## src/rtl/pipeline_ctrl_if.sv

```systemverilog
// Hazard/status inputs and latch/PC control outputs between the pipeline controller and the datapath.
// master = pipeline_ctrl, slave = datapath side.
interface pipeline_ctrl_if;
  logic       ihit;
  logic       dhit;
  logic       ex_memread;
  logic [4:0] ex_dest;
  logic [4:0] id_rs;
  logic [4:0] id_rt;
  logic       id_uses_rt;
  logic       mem_dren;
  logic       mem_dwen;
  logic       mem_xfer;
  logic       mem_halt;

  logic       pc_en;
  logic       pc_redirect;
  logic       ifid_en;
  logic       ifid_flush;
  logic       idex_en;
  logic       idex_flush;
  logic       exmem_en;
  logic       exmem_flush;
  logic       memwb_en;
  logic       memwb_flush;
  logic       halt;

  modport master (
    input  ihit, dhit, ex_memread, ex_dest, id_rs, id_rt, id_uses_rt,
           mem_dren, mem_dwen, mem_xfer, mem_halt,
    output pc_en, pc_redirect, ifid_en, ifid_flush, idex_en, idex_flush,
           exmem_en, exmem_flush, memwb_en, memwb_flush, halt
  );

  modport slave (
    output ihit, dhit, ex_memread, ex_dest, id_rs, id_rt, id_uses_rt,
           mem_dren, mem_dwen, mem_xfer, mem_halt,
    input  pc_en, pc_redirect, ifid_en, ifid_flush, idex_en, idex_flush,
           exmem_en, exmem_flush, memwb_en, memwb_flush, halt
  );
endinterface

```

## src/rtl/pipeline_ctrl.sv

```systemverilog
// Five-stage pipeline latch/PC sequencer: cache-miss stalls, load-use bubbles, MEM-resolved redirects, halt.
// Optional macro PIPE_PERF_EN adds stall_cnt/flush_cnt performance counters.
module pipeline_ctrl #(
  parameter int CNT_W = 32
) (
  input  logic              CLK,
  input  logic              nRST,
  pipeline_ctrl_if.master   bus
`ifdef PIPE_PERF_EN
  ,
  output logic [CNT_W-1:0]  stall_cnt,
  output logic [CNT_W-1:0]  flush_cnt
`endif
);

  localparam logic [1:0] ST_RUN    = 2'd0;
  localparam logic [1:0] ST_DWAIT  = 2'd1;
  localparam logic [1:0] ST_HALTED = 2'd2;

  if (CNT_W < 1) begin : g_bad_cnt_w
    $error("pipeline_ctrl: CNT_W must be at least 1");
  end

  logic [1:0] state;
  logic [1:0] next_state;
  logic       halt_q;

  logic dreq;
  logic load_use;
  logic run_rules;
  logic xfer_fire;

  logic pc_en, pc_redirect;
  logic ifid_en, ifid_flush, idex_en, idex_flush;
  logic exmem_en, exmem_flush, memwb_en, memwb_flush;

  assign dreq     = bus.mem_dren | bus.mem_dwen;
  // r0 is hardwired zero, so a load targeting it never creates a real dependency.
  assign load_use = bus.ex_memread && (bus.ex_dest != 5'd0) &&
                    ((bus.ex_dest == bus.id_rs) ||
                     (bus.id_uses_rt && (bus.ex_dest == bus.id_rt)));

  always_comb begin
    next_state  = state;
    run_rules   = 1'b0;
    xfer_fire   = 1'b0;
    pc_en       = 1'b0;
    pc_redirect = 1'b0;
    ifid_en     = 1'b0;
    ifid_flush  = 1'b0;
    idex_en     = 1'b0;
    idex_flush  = 1'b0;
    exmem_en    = 1'b0;
    exmem_flush = 1'b0;
    memwb_en    = 1'b0;
    memwb_flush = 1'b0;

    case (state)
      ST_RUN: begin
        if (dreq && !bus.dhit) next_state = ST_DWAIT;
        else                   run_rules  = 1'b1;
      end
      ST_DWAIT: begin
        // Completing access is treated exactly like a RUN cycle whose request just finished.
        if (bus.dhit) begin
          next_state = ST_RUN;
          run_rules  = 1'b1;
        end
      end
      ST_HALTED: next_state = ST_HALTED;
      default:   next_state = ST_RUN;
    endcase

    if (run_rules) begin
      ifid_en  = 1'b1;
      idex_en  = 1'b1;
      exmem_en = 1'b1;
      memwb_en = 1'b1;
      if (bus.mem_halt) begin
        ifid_flush  = 1'b1;
        idex_flush  = 1'b1;
        exmem_flush = 1'b1;
        next_state  = ST_HALTED;
      end else if (bus.mem_xfer) begin
        ifid_flush  = 1'b1;
        idex_flush  = 1'b1;
        exmem_flush = 1'b1;
        pc_en       = 1'b1;
        pc_redirect = 1'b1;
        xfer_fire   = 1'b1;
      end else if (load_use) begin
        ifid_en    = 1'b0;
        idex_flush = 1'b1;
      end else if (!bus.ihit) begin
        ifid_flush = 1'b1;
      end else begin
        pc_en = 1'b1;
      end
    end
  end

  always_ff @(posedge CLK or negedge nRST) begin
    if (!nRST) begin
      state  <= ST_RUN;
      halt_q <= 1'b0;
    end else begin
      state  <= next_state;
      halt_q <= (next_state == ST_HALTED);
    end
  end

`ifdef PIPE_PERF_EN
  // Counters freeze once halted; wrap is the natural modulo-2^CNT_W overflow.
  always_ff @(posedge CLK or negedge nRST) begin
    if (!nRST) begin
      stall_cnt <= '0;
      flush_cnt <= '0;
    end else if (state != ST_HALTED) begin
      if (!pc_en)    stall_cnt <= stall_cnt + 1'b1;
      if (xfer_fire) flush_cnt <= flush_cnt + 1'b1;
    end
  end
`endif

  assign bus.pc_en       = pc_en;
  assign bus.pc_redirect = pc_redirect;
  assign bus.ifid_en     = ifid_en;
  assign bus.ifid_flush  = ifid_flush;
  assign bus.idex_en     = idex_en;
  assign bus.idex_flush  = idex_flush;
  assign bus.exmem_en    = exmem_en;
  assign bus.exmem_flush = exmem_flush;
  assign bus.memwb_en    = memwb_en;
  assign bus.memwb_flush = memwb_flush;
  assign bus.halt        = halt_q;

endmodule

```

## src/flat_wrapper.sv

```systemverilog
// flat-port wrapper written by rule: the top's interface ports become plain ports
module pipeline_ctrl_flat 
#(
  parameter int CNT_W = 32
)
  (CLK, nRST, bus_ihit, bus_dhit, bus_ex_memread, bus_ex_dest, bus_id_rs, bus_id_rt, bus_id_uses_rt, bus_mem_dren, bus_mem_dwen, bus_mem_xfer, bus_mem_halt, bus_pc_en, bus_pc_redirect, bus_ifid_en, bus_ifid_flush, bus_idex_en, bus_idex_flush, bus_exmem_en, bus_exmem_flush, bus_memwb_en, bus_memwb_flush, bus_halt);
  pipeline_ctrl_if bus_i ();
  input  logic CLK;
  input  logic nRST;
  input wire logic [$bits(bus_i.ihit)-1:0] bus_ihit;
  input wire logic [$bits(bus_i.dhit)-1:0] bus_dhit;
  input wire logic [$bits(bus_i.ex_memread)-1:0] bus_ex_memread;
  input wire logic [$bits(bus_i.ex_dest)-1:0] bus_ex_dest;
  input wire logic [$bits(bus_i.id_rs)-1:0] bus_id_rs;
  input wire logic [$bits(bus_i.id_rt)-1:0] bus_id_rt;
  input wire logic [$bits(bus_i.id_uses_rt)-1:0] bus_id_uses_rt;
  input wire logic [$bits(bus_i.mem_dren)-1:0] bus_mem_dren;
  input wire logic [$bits(bus_i.mem_dwen)-1:0] bus_mem_dwen;
  input wire logic [$bits(bus_i.mem_xfer)-1:0] bus_mem_xfer;
  input wire logic [$bits(bus_i.mem_halt)-1:0] bus_mem_halt;
  output wire logic [$bits(bus_i.pc_en)-1:0] bus_pc_en;
  output wire logic [$bits(bus_i.pc_redirect)-1:0] bus_pc_redirect;
  output wire logic [$bits(bus_i.ifid_en)-1:0] bus_ifid_en;
  output wire logic [$bits(bus_i.ifid_flush)-1:0] bus_ifid_flush;
  output wire logic [$bits(bus_i.idex_en)-1:0] bus_idex_en;
  output wire logic [$bits(bus_i.idex_flush)-1:0] bus_idex_flush;
  output wire logic [$bits(bus_i.exmem_en)-1:0] bus_exmem_en;
  output wire logic [$bits(bus_i.exmem_flush)-1:0] bus_exmem_flush;
  output wire logic [$bits(bus_i.memwb_en)-1:0] bus_memwb_en;
  output wire logic [$bits(bus_i.memwb_flush)-1:0] bus_memwb_flush;
  output wire logic [$bits(bus_i.halt)-1:0] bus_halt;
  assign bus_i.ihit = bus_ihit;
  assign bus_i.dhit = bus_dhit;
  assign bus_i.ex_memread = bus_ex_memread;
  assign bus_i.ex_dest = bus_ex_dest;
  assign bus_i.id_rs = bus_id_rs;
  assign bus_i.id_rt = bus_id_rt;
  assign bus_i.id_uses_rt = bus_id_uses_rt;
  assign bus_i.mem_dren = bus_mem_dren;
  assign bus_i.mem_dwen = bus_mem_dwen;
  assign bus_i.mem_xfer = bus_mem_xfer;
  assign bus_i.mem_halt = bus_mem_halt;
  assign bus_pc_en = bus_i.pc_en;
  assign bus_pc_redirect = bus_i.pc_redirect;
  assign bus_ifid_en = bus_i.ifid_en;
  assign bus_ifid_flush = bus_i.ifid_flush;
  assign bus_idex_en = bus_i.idex_en;
  assign bus_idex_flush = bus_i.idex_flush;
  assign bus_exmem_en = bus_i.exmem_en;
  assign bus_exmem_flush = bus_i.exmem_flush;
  assign bus_memwb_en = bus_i.memwb_en;
  assign bus_memwb_flush = bus_i.memwb_flush;
  assign bus_halt = bus_i.halt;
  pipeline_ctrl #(.CNT_W(CNT_W)) u_core (.CLK(CLK), .nRST(nRST), .bus(bus_i));
endmodule
```

## config.mk

```make
export PLATFORM = sky130hd
export DESIGN_NAME = pipeline_ctrl_flat
export DESIGN_NICKNAME = d
export VERILOG_FILES = /design/src/rtl/pipeline_ctrl_if.sv /design/src/rtl/pipeline_ctrl.sv /design/src/flat_wrapper.sv
export SDC_FILE = /design/constraint.sdc
export NUM_CORES = 1
export LEC_CHECK = 0
export CAP_MARGIN = 20
export CELL_PAD_IN_SITES_DETAIL_PLACEMENT = 1
export CELL_PAD_IN_SITES_GLOBAL_PLACEMENT = 2
export CORE_UTILIZATION = 13
export DETAILED_ROUTE_END_ITERATION = 8
export PLACE_DENSITY = 0.77
export SLEW_MARGIN = 20
export SYNTH_ARGS = -nofsm -noshare
export SYNTH_HDL_FRONTEND = slang
export SYNTH_SLANG_ARGS = --single-unit
```

## constraint.sdc

```tcl
create_clock -name CLK -period 3.8 [get_ports CLK]
set_input_delay 1.14 -clock CLK [delete_from_list [all_inputs] [get_ports CLK]]
set_output_delay 1.14 -clock CLK [all_outputs]
set_load 0.02 [all_outputs]
```

[Yosys cells after proc, flatten, opt, wreduce, memory -nomap -nowiden]
Cells that the tools add are included.
Cells by class
  $add $sub $neg: 0
  multipliers: 0
  divide/modulo/power cells: 0
  $lt $le $gt $ge: 0
  equal/unequal tests: 5
  shifts and indexed selects: 0
  mux-type cells: 32
  bitwise operators: 1
  reductions and logical operators: 8
Operators by type and width (number)
  $mux 1: 26
  $eq 5x5->1: 2
  $mux 2: 4
  $pmux 2 s3: 1
  $reduce_bool 5->1: 1
  $eq 2x2->1 const B: 2
  $logic_and 1x1->1: 4
  $eq 2x1->1 const B: 1
  $logic_not 2->1: 1
  $pmux 1 s2: 1
  $logic_not 1->1: 1
  $logic_or 1x1->1: 1
  $or 1x1->1: 1
Storage, ports and cells
  register bits after elaboration: 3
  bits in latches: 0
  RAM bits: 0
  ROM bits: 0
  input port bits: 25
  output and inout port bits: 11
  memories kept: 0

[Longest topological paths before layout]
Gate-level depths: netlist (run 1).
  depth after elaboration: 8
  gate-level depth with buffers: 5
  mapped depth without buffers: 5

[Worst setup path before layout (run 1)]
OpenSTA, ideal clock, no wires.
  kind: input -> output
  from: input port bus_ex_dest[0]
  to: output port bus_pc_en
  data arrival time: 2339 ps
  setup slack: 321 ps
  cell stages on the path: 4
  path buffers: 0
  cells stage by stage: or4_4 o21ai_2 nor3_1 nor4_2
Between the ends
  word-level cells in the longest chain between the ends: 8
  elaborated cells between the ends (all ways): 11
  classes of those cells: eq/ne (2); mux (4); reduce/logical (5)
RTL lines
  from (decl): RTL line flat_wrapper.sv:13  | input wire logic [$bits(bus_i.ex_dest)-1:0] bus_ex_dest;
  $eq 5x5->1: RTL line pipeline_ctrl.sv:41  | (bus.id_uses_rt && (bus.ex_dest == bus.id_rt)));
  $logic_and 1x1->1: RTL line pipeline_ctrl.sv:41
  $logic_or 1x1->1: RTL line pipeline_ctrl.sv:40  | ((bus.ex_dest == bus.id_rs) ||
  $logic_and 1x1->1 (*): RTL line pipeline_ctrl.sv:39  | assign load_use = bus.ex_memread && (bus.ex_dest != 5'd0) &&
  $mux 1 (*): RTL line pipeline_ctrl.sv:91  | end else if (load_use) begin
  $mux 1 (*): RTL line pipeline_ctrl.sv:84  | end else if (bus.mem_xfer) begin
  $mux 1 (*): RTL line pipeline_ctrl.sv:79  | if (bus.mem_halt) begin
  $mux 1 (*): RTL line pipeline_ctrl.sv:74  | if (run_rules) begin
  to (decl): RTL line flat_wrapper.sv:21  | output wire logic [$bits(bus_i.pc_en)-1:0] bus_pc_en;
Mark *: on every way between the ends. The rest lies on a longest branch, timed or not.

[Worst setup path in the final report (run 1)]
  from: input port bus_ex_dest[2]
  to: output port bus_pc_en
Same word-level chain as after synthesis.

==> results of run 1 <==
==> cell type report <==
class	instances	area, µm²	area share
multi-input cells	34	274.0	0.3538
flip-flops and latches	3	75.07	0.09693
repair buffers	40	354.1	0.4572
inverters	2	7.507	0.009693
well taps	30	37.54	0.04847
clock buffers	4	26.28	0.03393
==> stage by stage <==
stage / cell area [µm²] / worst slack, ps
detailed placement: 719.4 / -649.9
floorplan: 334.1 / 321.2
CTS: 754.5 / -27.55
finish: 774.5 / 64.63
global route: 774.5 / -8.897
global placement: 719.4 / -600.3
==> routing by layer <==
layer / global-route usage / vias up / share of wire
met5: 0 / - / 0
li1: - / 223 / -
met1: 0.08362 / 202 / 0.38
met4: 0.07895 / 0 / 0
met3: 0.04928 / 0 / 0.042
met2: 0.1667 / 15 / 0.57
==> final timing paths <==
path                                                 from                        end  slack (ps)  depth (start not counted)
worst min register to register  u_core.state[1]$_DFF_PN0_  u_core.state[0]$_DFF_PN0_         430                          1
max in group asynchronous                            nRST  u_core.bus.halt$_DFF_PN0_        2570                          1
worst min-delay path            u_core.state[1]$_DFF_PN0_  u_core.state[0]$_DFF_PN0_         430                          1
min in group asynchronous                            nRST  u_core.state[0]$_DFF_PN0_        1090                          1
worst max register to register  u_core.state[0]$_DFF_PN0_  u_core.state[1]$_DFF_PN0_        2550                          6
worst max-delay path                       bus_ex_dest[2]                  bus_pc_en          60                          6
==> synthesized netlist by cell type <==
cell and count:
xor2_1 9, nor2_1 5, nor3_1 4, buf_4 3, dfrtp_1 3, o21ai_0 3, a21oi_1 2, inv_1 2
a21o_1 1, a32oi_1 1, conb_1 1, nand2_1 1, nor3b_1 1, nor4_1 1, nor4_2 1, o21ai_2 1
o21bai_1 1, or4_4 1, xnor2_1 1
==> what timing repair did <==
item	in CTS	in global routing
setup buffers	1	1
setup endpoints to repair	9	3
pin swaps	4	8
gates resized for setup	38	15
==> logic make-up (layout without fill, tap and decap cells) <==
logic type                count (synthesis)  after routing  share of synthesized area
and+or+nand+nor                          14             14                     0.2397
other                                     1              1                    0.01123
AOI/OAI and AO/OA                         9              9                     0.1723
DFF                                       3              3                     0.2247
xor gates and xnor gates                 10             10                     0.2622
buffers and inverters                     5             46                    0.08989
==> power breakdown <==
group | switching, mW | leakage (nW) | internal, mW
Combinational | 0.0997 | 0.324 | 0.0792
Clock | 0.0165 | 0.0150 | 0.0394
Sequential | 0.00565 | 0.0366 | 0.0457
==> flip-flops by register name (all words and copies together) (netlist names) <==
name             cells
u_core.bus.halt      1
u_core.state         2
==> worst reg2reg max path: cells and delay by family, from the launching register on <==
kind / cells / cell delay [ps]
flops: 1 / 380
buf+inv: 2 / 270
simple gates: 2 / 310
compound gates: 2 / 200
==> run metrics, run 1 <==
outcome finished, final reports clean; Synth top area share 0.2360; Final Wtd Congestion 0.6308; Netlist Area Pre-Place 334.1 µm²; Netlist cell types 19; Initial Utilization 0.1361; register area share after synthesis 0.2247; die area 2776 µm²; CTS sink count 3; I/O pin count 36; Worst EP required 2660 ps; max-cap violation count 0; diodes inserted 0; Tot Pwr 286.1 µW; FP Rows 18; Final Hold Viols 0; Routed WL per cell 10.57 µm; commonest non-fill, non-tap cells in the layout 11 x dlygate4sd2_1, 11 x clkdlybuf4s50_1, 9 x xor2_1; clock skew 3.933 ps; violation count after the first detailed-route iteration 1; Syn Inst Count 42; leakage power 0.3757 nW; Tmin final 3735 ps; crit path DAT 2600 ps; cts hold-fix bufs 0; total number of vias 440; dpl cells 107; max incr delay on CP 520 ps; share of layout cells above drive strength 1 0.2771; CP bufs+invs 2; Pwr Density 369.3 nW/µm²; drt total wl 1194 µm; HP Class reg2reg; Max FO, Critical Path 3; peak supply drop 0.3356 mV; initial antenna violation count 0; DR pass1 iterations 4; Non-Filler Instances 113; Final Util 0.3155; Area Overhead vs Synth 131.8%; first-pass GRT wire length 1835 µm; syn nets 67; slowest stage cell, crit path or4_4; crit path kind in2out; drt drc 0; pin count of the biggest net entering global routing 7; total track usage 0.09731; fin crit share 0.9830; post-DP HPWL 1011 µm; Die H 52.69 µm; CP Capture Type output pin; # setup viols final 0; Nets 109; Clock transition at path regs 40 ps; gr ovfl total 0; Hold WS 431.6 ps; CTS H-tree depth 1; flops & latches, synth 3; Filler Cell Count 302; Slew Limit Fails 0; startpoint types input port; Clock Path Buffers 2; core box area 2455 µm²; clock latency on the worst-skew pair 230 ps; setup TNS 0 ps; DIE WIDTH 52.69 µm; CP Cell Sequence clkdlybuf4s15_1, or4_4, o21ai_4, nor3_4, nor4_2, buf_4; antenna violation net count after detailed routing 0; total CTS buffers 3; CTS tree done; Syn. warnings 0; Syn Area/Cell 7.954 µm²; DR vias/cell 3.894; Root Driver clkbuf_4; top cells by area, synth xor2_1 24%, dfrtp_1 22%, buf_4 6.7%; # port buffers 34; post-synth top area cell xor2_1; number of global-route vias before repair 460; Top delay family on crit path simple AND/OR/NAND/NOR gates; Max Clk Rate 267.7 MHz
(Power assumes the default switching activity.)
==> inputs of run 2 (changes only) <==
- ABC_CLOCK_PERIOD_IN_PS: not set -> 3800
- CORE_MARGIN: not set -> 1
==> results of run 2 <==
The final DEF is identical to that of run 1; final timing and power are the same.
==> inputs of run 3 (changes only) <==
- CTS_BUF_LIST: not set -> sky130_fd_sc_hd__clkbuf_8 sky130_fd_sc_hd__clkbuf_16
- HOLD_SLACK_MARGIN: not set -> 0.02
==> run 3 against run 2 <==
Net effect:
- routed wire length up 1.7%
- cell area up 2.4%
- register-to-register slack about the same
- core utilization up 0.76 points
- hold slack worse by 1.5 ps
- clock power up 60%
- clock skew down 2.1 ps
- critical path type unchanged
- highest routed layer unchanged
==> run metrics, run 3 (same netlist as run 1, synthesis figures left out) <==
pin count of the biggest net entering global routing 7; clock skew 1.870 ps; Root Driver clkbuf_8; busiest grt layer met2; number of global-route vias before repair 461; # setup viols final 0; total track usage 0.08896; Final Util 0.3231; HP Class reg2reg; Pwr Density 403.0 nW/µm²; Die H 52.69 µm; grt met2 use 0.1730; Clock transition at path regs 30 ps; DIE WIDTH 52.69 µm; met1 Resource Use GR 0.08532; clock latency on the worst-skew pair 210 ps; setup TNS 0 ps; DR vias/cell 3.903; CP Cell Sequence clkdlybuf4s15_1, or4_4, o21ai_4, nor3_4, nor4_2, buf_4; Clock Path Buffers 2; initial antenna violation count 0; total number of vias 441; Max Clk Rate 267.7 MHz; Final Hold Viols 0; Initial Utilization 0.1361; CP Launch Point bus_ex_dest[2]; FP Rows 18; max incr delay on CP 520 ps; # port buffers 34; post-DP HPWL 1011 µm; CTS sink count 3; gr ovfl total 0; Area Overhead vs Synth 137.5%; drt total wl 1214 µm; DR pass1 iterations 4; core box area 2455 µm²; Slew Limit Fails 0; Routed WL per cell 10.74 µm; CTS tree done; share of layout cells above drive strength 1 0.2771; startpoint types input port; Nets 109; Filler Cell Count 299; Max FO, Critical Path 3; die area 2776 µm²; cts hold-fix bufs 0; Tmin final 3735 ps; Worst EP required 2660 ps; crit path kind in2out; CP Capture Type output pin; post-route cell area 793.3 µm²; r2r setup slk 2550 ps; slowest stage cell, crit path or4_4; CP bufs+invs 2; Biggest register u_core.state; total CTS buffers 3; max-cap violation count 0; commonest non-fill, non-tap cells in the layout 11 x dlygate4sd2_1, 11 x clkdlybuf4s50_1, 9 x xor2_1; peak supply drop 0.3003 mV; Post-DP Area 719.4 µm²; outcome finished, final reports clean; max reg flops 2; CTS H-tree depth 1; antenna violation net count after detailed routing 0; met3 usage 0.01449; first-pass GRT wire length 1794 µm; I/O pin count 36; Final Wtd Congestion 0.6308; diodes inserted 0; crit path DAT 2600 ps; fin crit share 0.9830; Top delay family on crit path simple AND/OR/NAND/NOR gates; drt drc 0; violation count after the first detailed-route iteration 1; r2r startpoint u_core.state[0]$_DFF_PN0_; leakage power 0.3876 nW; hold path startpoint u_core.state[1]$_DFF_PN0_
## run 3: cell types whose count changed in the layout (fill, tap and decap cells not counted), sizes merged
cell,delta
inv,+1
clkbuf,-1
## run 3: metal layers
| layer | part of all wire | wire (µm) |
|---|---|---|
| met2 | 0.57 | 693 |
| met1 | 0.39 | 471 |
| met4 | 0 | 0 |
| met3 | 0.041 | 50 |
| met5 | 0 | 0 |
## run 3: area by class of cell
| type | count | area (µm²) | area share |
|---|---|---|---|
| clock buffer | 3 | 41.29 | 0.05205 |
| inverter | 2 | 7.507 | 0.009464 |
| clock inverter | 1 | 3.754 | 0.004732 |
| tap | 30 | 37.54 | 0.04732 |
| timing repair buffer | 40 | 354.1 | 0.4464 |
| sequential | 3 | 75.07 | 0.09464 |
| multi-input combinational | 34 | 274.0 | 0.3454 |
## run 3: worst reg2reg max path, cell delays in order (launching register included)
cell,delay (ps)
dfrtp_1,380
nor3_1,230
o21ai_0,110
buf_4,160
inv_1,110
nand2_1,80
o21ai_0,80
## run 3: metrics by stage
step           worst slack, ps  power [mW]  hold slack, ps  std cells
2_1_floorplan            321.2      0.1494           408.2         42
3_3_place_gp            -600.3      0.2495           425.9        107
3_5_place_dp            -649.9      0.2517           433.4        107
4_1_cts                 -30.28      0.3239           437.8        112
5_1_grt                 -8.897      0.3443           456.7        113
6_report                 64.63      0.3197           430.1        113
## run 3: repair_timing
action	4_1_cts	5_1_grt
resized for setup	38	15
setup buffers	1	1
pin swaps	4	8
endpoints found under the setup margin	9	3
## run 3: final timing paths
kind / cells after the start / endpoint
setup reg to reg: 6 / u_core.state[1]$_DFF_PN0_
min in group asynchronous: 1 / u_core.state[1]$_DFF_PN0_
setup / recovery: 6 / bus_pc_en
hold / removal: 1 / u_core.state[0]$_DFF_PN0_
max in group asynchronous: 1 / u_core.bus.halt$_DFF_PN0_
hold reg to reg: 1 / u_core.state[0]$_DFF_PN0_
## run 3: power by group
| group | internal (mW) | switching (mW) | total [mW] |
|---|---|---|---|
| Clock | 0.0687 | 0.0206 | 0.0894 |
| Combinational | 0.0792 | 0.0998 | 0.179 |
| Sequential | 0.0458 | 0.00562 | 0.0514 |
| Total | 0.194 | 0.126 | 0.320 |
